### config.mk
export PLATFORM = sky130hd
export DESIGN_NAME = muldiv_ctrl
export DESIGN_NICKNAME = d
export VERILOG_FILES = /design/src/rtl/mycpu_pkg.sv /design/src/rtl/muldiv_fsm.sv /design/src/rtl/muldiv_ctrl.sv
export SDC_FILE = /design/constraint.sdc
export NUM_CORES = 2
export LEC_CHECK = 0
export CORE_MARGIN = 2
export CORE_UTILIZATION = 64
export CTS_CLUSTER_SIZE = 24
export DETAILED_ROUTE_END_ITERATION = 12
export HOLD_SLACK_MARGIN = 0.12
export PLACE_DENSITY = 0.89
export SLEW_MARGIN = 20
export SYNTH_ARGS = -nofsm -noshare
export SYNTH_HDL_FRONTEND = slang
export SYNTH_SLANG_ARGS = --single-unit
### constraint.sdc
create_clock -name clk -period 11.7 [get_ports clk]
set_input_delay 1.755 -clock clk [delete_from_list [all_inputs] [get_ports clk]]
set_output_delay 1.755 -clock clk [all_outputs]
set_load 0.05 [all_outputs]
### src/rtl/mycpu_pkg.sv
// rtl/mycpu_pkg.sv - shared HI/LO operation codes, controller states and opcode helpers
package mycpu_pkg;

  localparam int OP_W = 3;

  typedef enum logic [OP_W-1:0] {
    OP_DIV   = 3'd0,
    OP_DIVU  = 3'd1,
    OP_MULT  = 3'd2,
    OP_MULTU = 3'd3,
    OP_MTHI  = 3'd4,
    OP_MTLO  = 3'd5
  } op_t;

  typedef enum logic [2:0] {
    S_IDLE     = 3'd0,
    S_DIV_SEND = 3'd1,
    S_DIV_WAIT = 3'd2,
    S_MUL      = 3'd3,
    S_DRAIN    = 3'd4
  } state_t;

  function automatic logic is_mt(input op_t op);
    return (op == OP_MTHI) || (op == OP_MTLO);
  endfunction

  function automatic logic is_mul(input op_t op);
    return (op == OP_MULT) || (op == OP_MULTU);
  endfunction

  function automatic logic is_div(input op_t op);
    return (op == OP_DIV) || (op == OP_DIVU);
  endfunction

endpackage

### src/rtl/muldiv_fsm.sv
// rtl/muldiv_fsm.sv - state register and sequencing for the HI/LO controller, incl. divider flush draining
module muldiv_fsm
  import mycpu_pkg::*;
(
  input  logic   clk,
  input  logic   reset,
  input  logic   accept,
  input  op_t    op,
  input  logic   bypass,
  input  logic   flush,
  input  logic   div_tready,
  input  logic   div_dout_tvalid,
  output state_t state,
  output logic   div_tvalid
);

  // A flush seen while operands are still being offered cannot cancel the
  // handshake; remember it so the divider's eventual result gets drained.
  logic kill;

  // Single sequential FSM: state, sticky kill flag and the divider valid.
  always_ff @(posedge clk or posedge reset) begin
    if (reset) begin
      state      <= S_IDLE;
      kill       <= 1'b0;
      div_tvalid <= 1'b0;
    end else begin
      case (state)
        S_IDLE: begin
          kill <= 1'b0;
          if (accept) begin
            if (is_mul(op)) begin
              state <= S_MUL;
            end else if (is_div(op) && !bypass) begin
              state      <= S_DIV_SEND;
              div_tvalid <= 1'b1;
            end
          end
        end
        S_MUL: begin
          // Commit or flush, the product is only ever held for one cycle.
          state <= S_IDLE;
        end
        S_DIV_SEND: begin
          if (div_tready) begin
            div_tvalid <= 1'b0;
            kill       <= 1'b0;
            state      <= (kill || flush) ? S_DRAIN : S_DIV_WAIT;
          end else if (flush) begin
            kill <= 1'b1;
          end
        end
        S_DIV_WAIT: begin
          if (flush) begin
            state <= div_dout_tvalid ? S_IDLE : S_DRAIN;
          end else if (div_dout_tvalid) begin
            state <= S_IDLE;
          end
        end
        S_DRAIN: begin
          if (div_dout_tvalid) begin
            state <= S_IDLE;
          end
        end
        default: begin
          state      <= S_IDLE;
          kill       <= 1'b0;
          div_tvalid <= 1'b0;
        end
      endcase
    end
  end

endmodule

### src/rtl/muldiv_ctrl.sv
// rtl/muldiv_ctrl.sv - HI/LO multiply/divide controller; define MULDIV_DIVZERO_BYPASS_EN to skip zero-divisor divides
module muldiv_ctrl
  import mycpu_pkg::*;
#(
  parameter int WD = 32
) (
  input  logic            clk,
  input  logic            reset,
  input  logic            req_valid,
  input  logic [OP_W-1:0] req_op,
  input  logic [WD-1:0]   src1,
  input  logic [WD-1:0]   src2,
  input  logic            flush,
  output logic            req_ready,
  output logic            busy,
  output logic            done,
  output logic [WD-1:0]   hi,
  output logic [WD-1:0]   lo,
  output logic            div_tvalid,
  input  logic            div_tready,
  output logic            div_signed,
  output logic [WD-1:0]   div_dividend,
  output logic [WD-1:0]   div_divisor,
  input  logic            div_dout_tvalid,
  input  logic [2*WD-1:0] div_dout_tdata
);

  state_t          state;
  op_t             req_code;
  op_t             op_q;
  logic [WD-1:0]   op_a;
  logic [WD-1:0]   op_b;
  logic            accept;
  logic            mt_accept;
  logic            div_bypass;
  logic            mul_commit;
  logic            div_commit;
  logic [2*WD-1:0] ext_a;
  logic [2*WD-1:0] ext_b;
  logic [2*WD-1:0] product;

  assign req_code  = op_t'(req_op);
  assign req_ready = (state == S_IDLE) & ~flush;
  assign accept    = req_valid & req_ready;
  assign mt_accept = accept & is_mt(req_code);
  assign busy      = (state != S_IDLE) | (accept & ~is_mt(req_code));

`ifdef MULDIV_DIVZERO_BYPASS_EN
  assign div_bypass = is_div(req_code) & (src2 == '0);
`else
  assign div_bypass = 1'b0;
`endif

  // Extending to full width first lets one truncated multiply serve both
  // signed and unsigned products.
  assign ext_a   = (op_q == OP_MULT) ? {{WD{op_a[WD-1]}}, op_a} : {{WD{1'b0}}, op_a};
  assign ext_b   = (op_q == OP_MULT) ? {{WD{op_b[WD-1]}}, op_b} : {{WD{1'b0}}, op_b};
  assign product = ext_a * ext_b;

  assign mul_commit = (state == S_MUL) & ~flush;
  assign div_commit = (state == S_DIV_WAIT) & div_dout_tvalid & ~flush;

  assign div_signed   = (op_q == OP_DIV);
  assign div_dividend = op_a;
  assign div_divisor  = op_b;

  muldiv_fsm u_fsm (
    .clk             (clk),
    .reset           (reset),
    .accept          (accept),
    .op              (req_code),
    .bypass          (div_bypass),
    .flush           (flush),
    .div_tready      (div_tready),
    .div_dout_tvalid (div_dout_tvalid),
    .state           (state),
    .div_tvalid      (div_tvalid)
  );

  // Latch operands and opcode on acceptance; they stay stable for the divider.
  always_ff @(posedge clk or posedge reset) begin
    if (reset) begin
      op_a <= '0;
      op_b <= '0;
      op_q <= OP_DIV;
    end else if (accept) begin
      op_a <= src1;
      op_b <= src2;
      op_q <= req_code;
    end
  end

  // Architectural HI/LO writes and the one-cycle done pulse.
  always_ff @(posedge clk or posedge reset) begin
    if (reset) begin
      hi   <= '0;
      lo   <= '0;
      done <= 1'b0;
    end else begin
      if (mt_accept && (req_code == OP_MTHI)) begin
        hi <= src1;
      end
      if (mt_accept && (req_code == OP_MTLO)) begin
        lo <= src1;
      end
      if (mul_commit) begin
        hi <= product[2*WD-1:WD];
        lo <= product[WD-1:0];
      end
      if (div_commit) begin
        lo <= div_dout_tdata[2*WD-1:WD];
        hi <= div_dout_tdata[WD-1:0];
      end
      done <= mt_accept | (accept & div_bypass) | mul_commit | div_commit;
    end
  end

endmodule

==> parameters.txt <==
Parameter                              Value

Run status
  Result of the run    completed

Route
  First-pass iteration count of the detailed router    8
  Count of antenna-violating nets left after detailed routing    0
  Via-per-instance ratio    5.99
  Average wire per cell in the routed design    24.6 um
  Iteration-0 DRC Markers    3857
  Final WL    173000 um
  Residual DRC count    0
  Via count    42100

CTS
  Worst skew pair latency    480 ps
  CTS sink count    137
  Number of buffers inserted during clock tree synthesis    17
  Clock transition at the registers of the reported paths    80 ps
  Buffer levels on the longest clock path    2
  Clk Tree Root Cell    sky130_fd_sc_hd__clkbuf_16
  Clock H-tree levels    4
  CTS tree    yes
  Number of gates resized after CTS    0
  Hold-fix buffers at CTS    0
  Number of buffers added for setup after CTS    0

Timing
  Setup-failing EPs final    0
  Final setup TNS    0 ps
  Maximum operating frequency    98.9 MHz
  Portion of the clock cycle consumed by the worst path in the final layout    0.864
  Slew Viols, Final    0
  Final hold violation count    0
  Clock period minus final worst setup slack    10110 ps
  Transition time at the pin with the least slew margin    1180 ps
  Worst hold slack    478 ps
  Relative slew slack    0.213
  RSZ-0062 raised after global routing    no
  Worst clock skew    28.3 ps

Critical path
  Data required time at the worst endpoint    12090 ps
  Worst setup SP type    flop
  Critical Path Max Stage Delay    890 ps
  Arrival time of data at the critical path endpoint    10500 ps
  Kind of critical path    reg -> reg
  Element type at the critical path end    flop
  Critical path's most frequent cell    sky130_fd_sc_hd__fa_1
  Worst-path fanout max    13
  Library cell contributing the largest single delay on the critical path    sky130_fd_sc_hd__fa_1

Placed design
  RePlAce Congestion    1.04
  Number of buffers inserted by port buffering    269
  Half-perimeter wire length after detailed placement    140000 um
  Placed inst area    0.0574 mm2

Floorplan
  Full die area    0.0862 mm2
  Core area    0.0834 mm2
  Num rows    106
  Die width    294 um
  Initial core utilization    0.644
  Die outline height    294 um
  Number of primary I/O pins    270

Synth
  Number of instances in the synthesized netlist    5854
  Net count after synthesis    7718
  Post-synthesis async set-or-reset flop share    1.00
  Mean post-synth cell area    9.17 um2
  Post-synthesis sequential area ratio    0.0638
  EDFF count, synth    0
  Combined area of all synthesized cells    0.0537 mm2
  Largest area contributor in the netlist    sky130_fd_sc_hd__fa_1
  Flip-flop and latch count after synthesis    137
  Portion of synthesized cell area occupied by the leading cell type    0.529
  Leading cell types by total area after synthesis    sky130_fd_sc_hd__fa_1 (53%), sky130_fd_sc_hd__inv_1 (11%), sky130_fd_sc_hd__ha_1 (7.2%), sky130_fd_sc_hd__nand2_1 (7.1%), sky130_fd_sc_hd__dfrtp_1 (6.4%)
  Count of distinct cell types in the synthesized netlist    69
  Primary FF master, synth    sky130_fd_sc_hd__dfrtp_1
  Warnings, synthesis    0

Run
  Count of maximum capacitance violations    0

GRT
  Overall routing resource usage    0.427
  Initial antenna violation count    14
  Global-route wire length before repair    273000 um
  Pin count of the biggest net entering global routing    81
  Via count of the first global-routing pass    47200
  Remaining Overflow, GRT    0

Final layout
  Commonest non-fill, non-tap cells in the layout    sky130_fd_sc_hd__inv_1 (1514), sky130_fd_sc_hd__fa_1 (1419), sky130_fd_sc_hd__nand2_1 (1014), sky130_fd_sc_hd__and2_1 (402), sky130_fd_sc_hd__ha_1 (308)
  Total number of nets in the final design    7792
  Most common cell after layout, fill and taps aside    sky130_fd_sc_hd__inv_1
  Final core area utilization    0.696
  Seq. cell area    0.00343 mm2
  Fraction of final layout cells sized beyond drive strength 1    0.0278
  Synthesis-to-finish area growth    8.07%
  Layout fillers    5948
  Final standard cell area without fillers    0.0580 mm2
  Combined area of the multi-input logic cells    0.0434 mm2

Worst hold path
  Path type of the worst min-delay path    reg -> reg
[per-layer routing]
metal / GRT usage / share of wire / up-vias
met4: 0.315 / 0.095 / 6
met3: 0.123 / 0.12 / 928
li1: - / - / 17000
met1: 0.522 / 0.33 / 21300
met2: 0.653 / 0.45 / 2864
met5: 0 / 0.00021 / -
[cells by family (layout without fill, tap and decap cells)]
kind of cell / after synthesis / in the layout / share of synthesized area
XOR/XNOR: 120 / 120 / 0.0196
AO/OA/AOI/OAI: 428 / 428 / 0.0501
multiplexers: 1 / 1 / 0.000186
buffers and inverters: 1825 / 1912 / 0.128
other: 0 / 11 / 0
flip-flops: 137 / 137 / 0.0638
adder cells (fa/ha/maj): 1728 / 1728 / 0.601
AND/OR/NAND/NOR: 1615 / 1615 / 0.137
[layout make-up]
type                            count  area share
Multi-Input combinational cell   3892       0.748
Inverter                         1515      0.0981
Timing Repair Buffer              365      0.0597
Sequential cell                   137      0.0592
Tap cell                         1080      0.0233
Clock buffer                       19     0.00763
Clock inverter                     13     0.00351
Antenna cell                       11    0.000474
[path summary, 6_finish.rpt]
check	startpoint	end	slack, ps	cells after the start
min in group asynchronous	reset	lo[8]	1800	2
max	div_dividend[31]	hi[29]	1590	29
max in group asynchronous	reset	div_dividend[24]	8330	3
min	div_dividend[25]	div_dividend[25]	480	2
max reg2reg	div_dividend[31]	hi[29]	1590	29
min reg2reg	div_dividend[25]	div_dividend[25]	480	2
[sequential cells by signal, summed over array words and instances, names as in the netlist]
register          count
div_dividend         32
div_divisor          32
hi                   32
lo                   32
op_q                  3
u_fsm.state           3
done                  1
u_fsm.div_tvalid      1
u_fsm.kill            1
[synth_stat cells (all sizes together) (12+ instances only)]
library cell	instances
and2	403
nand3	28
nor2	74
xor2	39
dfrtp	137
a31oi	21
fa	1419
inv	1515
clkbuf	284
o21ai	121
a21oi	110
o22ai	21
a211oi	13
nand2	1016
nand4	17
and3	28
o211ai	28
o21a	12
a21o	37
ha	308
buf	26
xnor2	81
[worst max-delay path: cells and delay by family, from the launching register on]
kind,cells,cell delay [ps]
and+or+nand+nor,2,520
adders and majority gates,11,6090
DFF,1,550
buffers and inverters,7,1030
AOI/OAI and AO/OA,9,1830
[through the flow]
step | setup WS (ps) | std cells
after floorplan | 2110 | 5854
after global placement | 1820 | 6989
after detailed placement | 1720 | 6989
after CTS | 1650 | 7021
after global routing | 1030 | 7024
final | 1590 | 7032
Power is not shown: default switching activity piles up to over one toggle a cycle in this logic, so the estimate is an artifact.
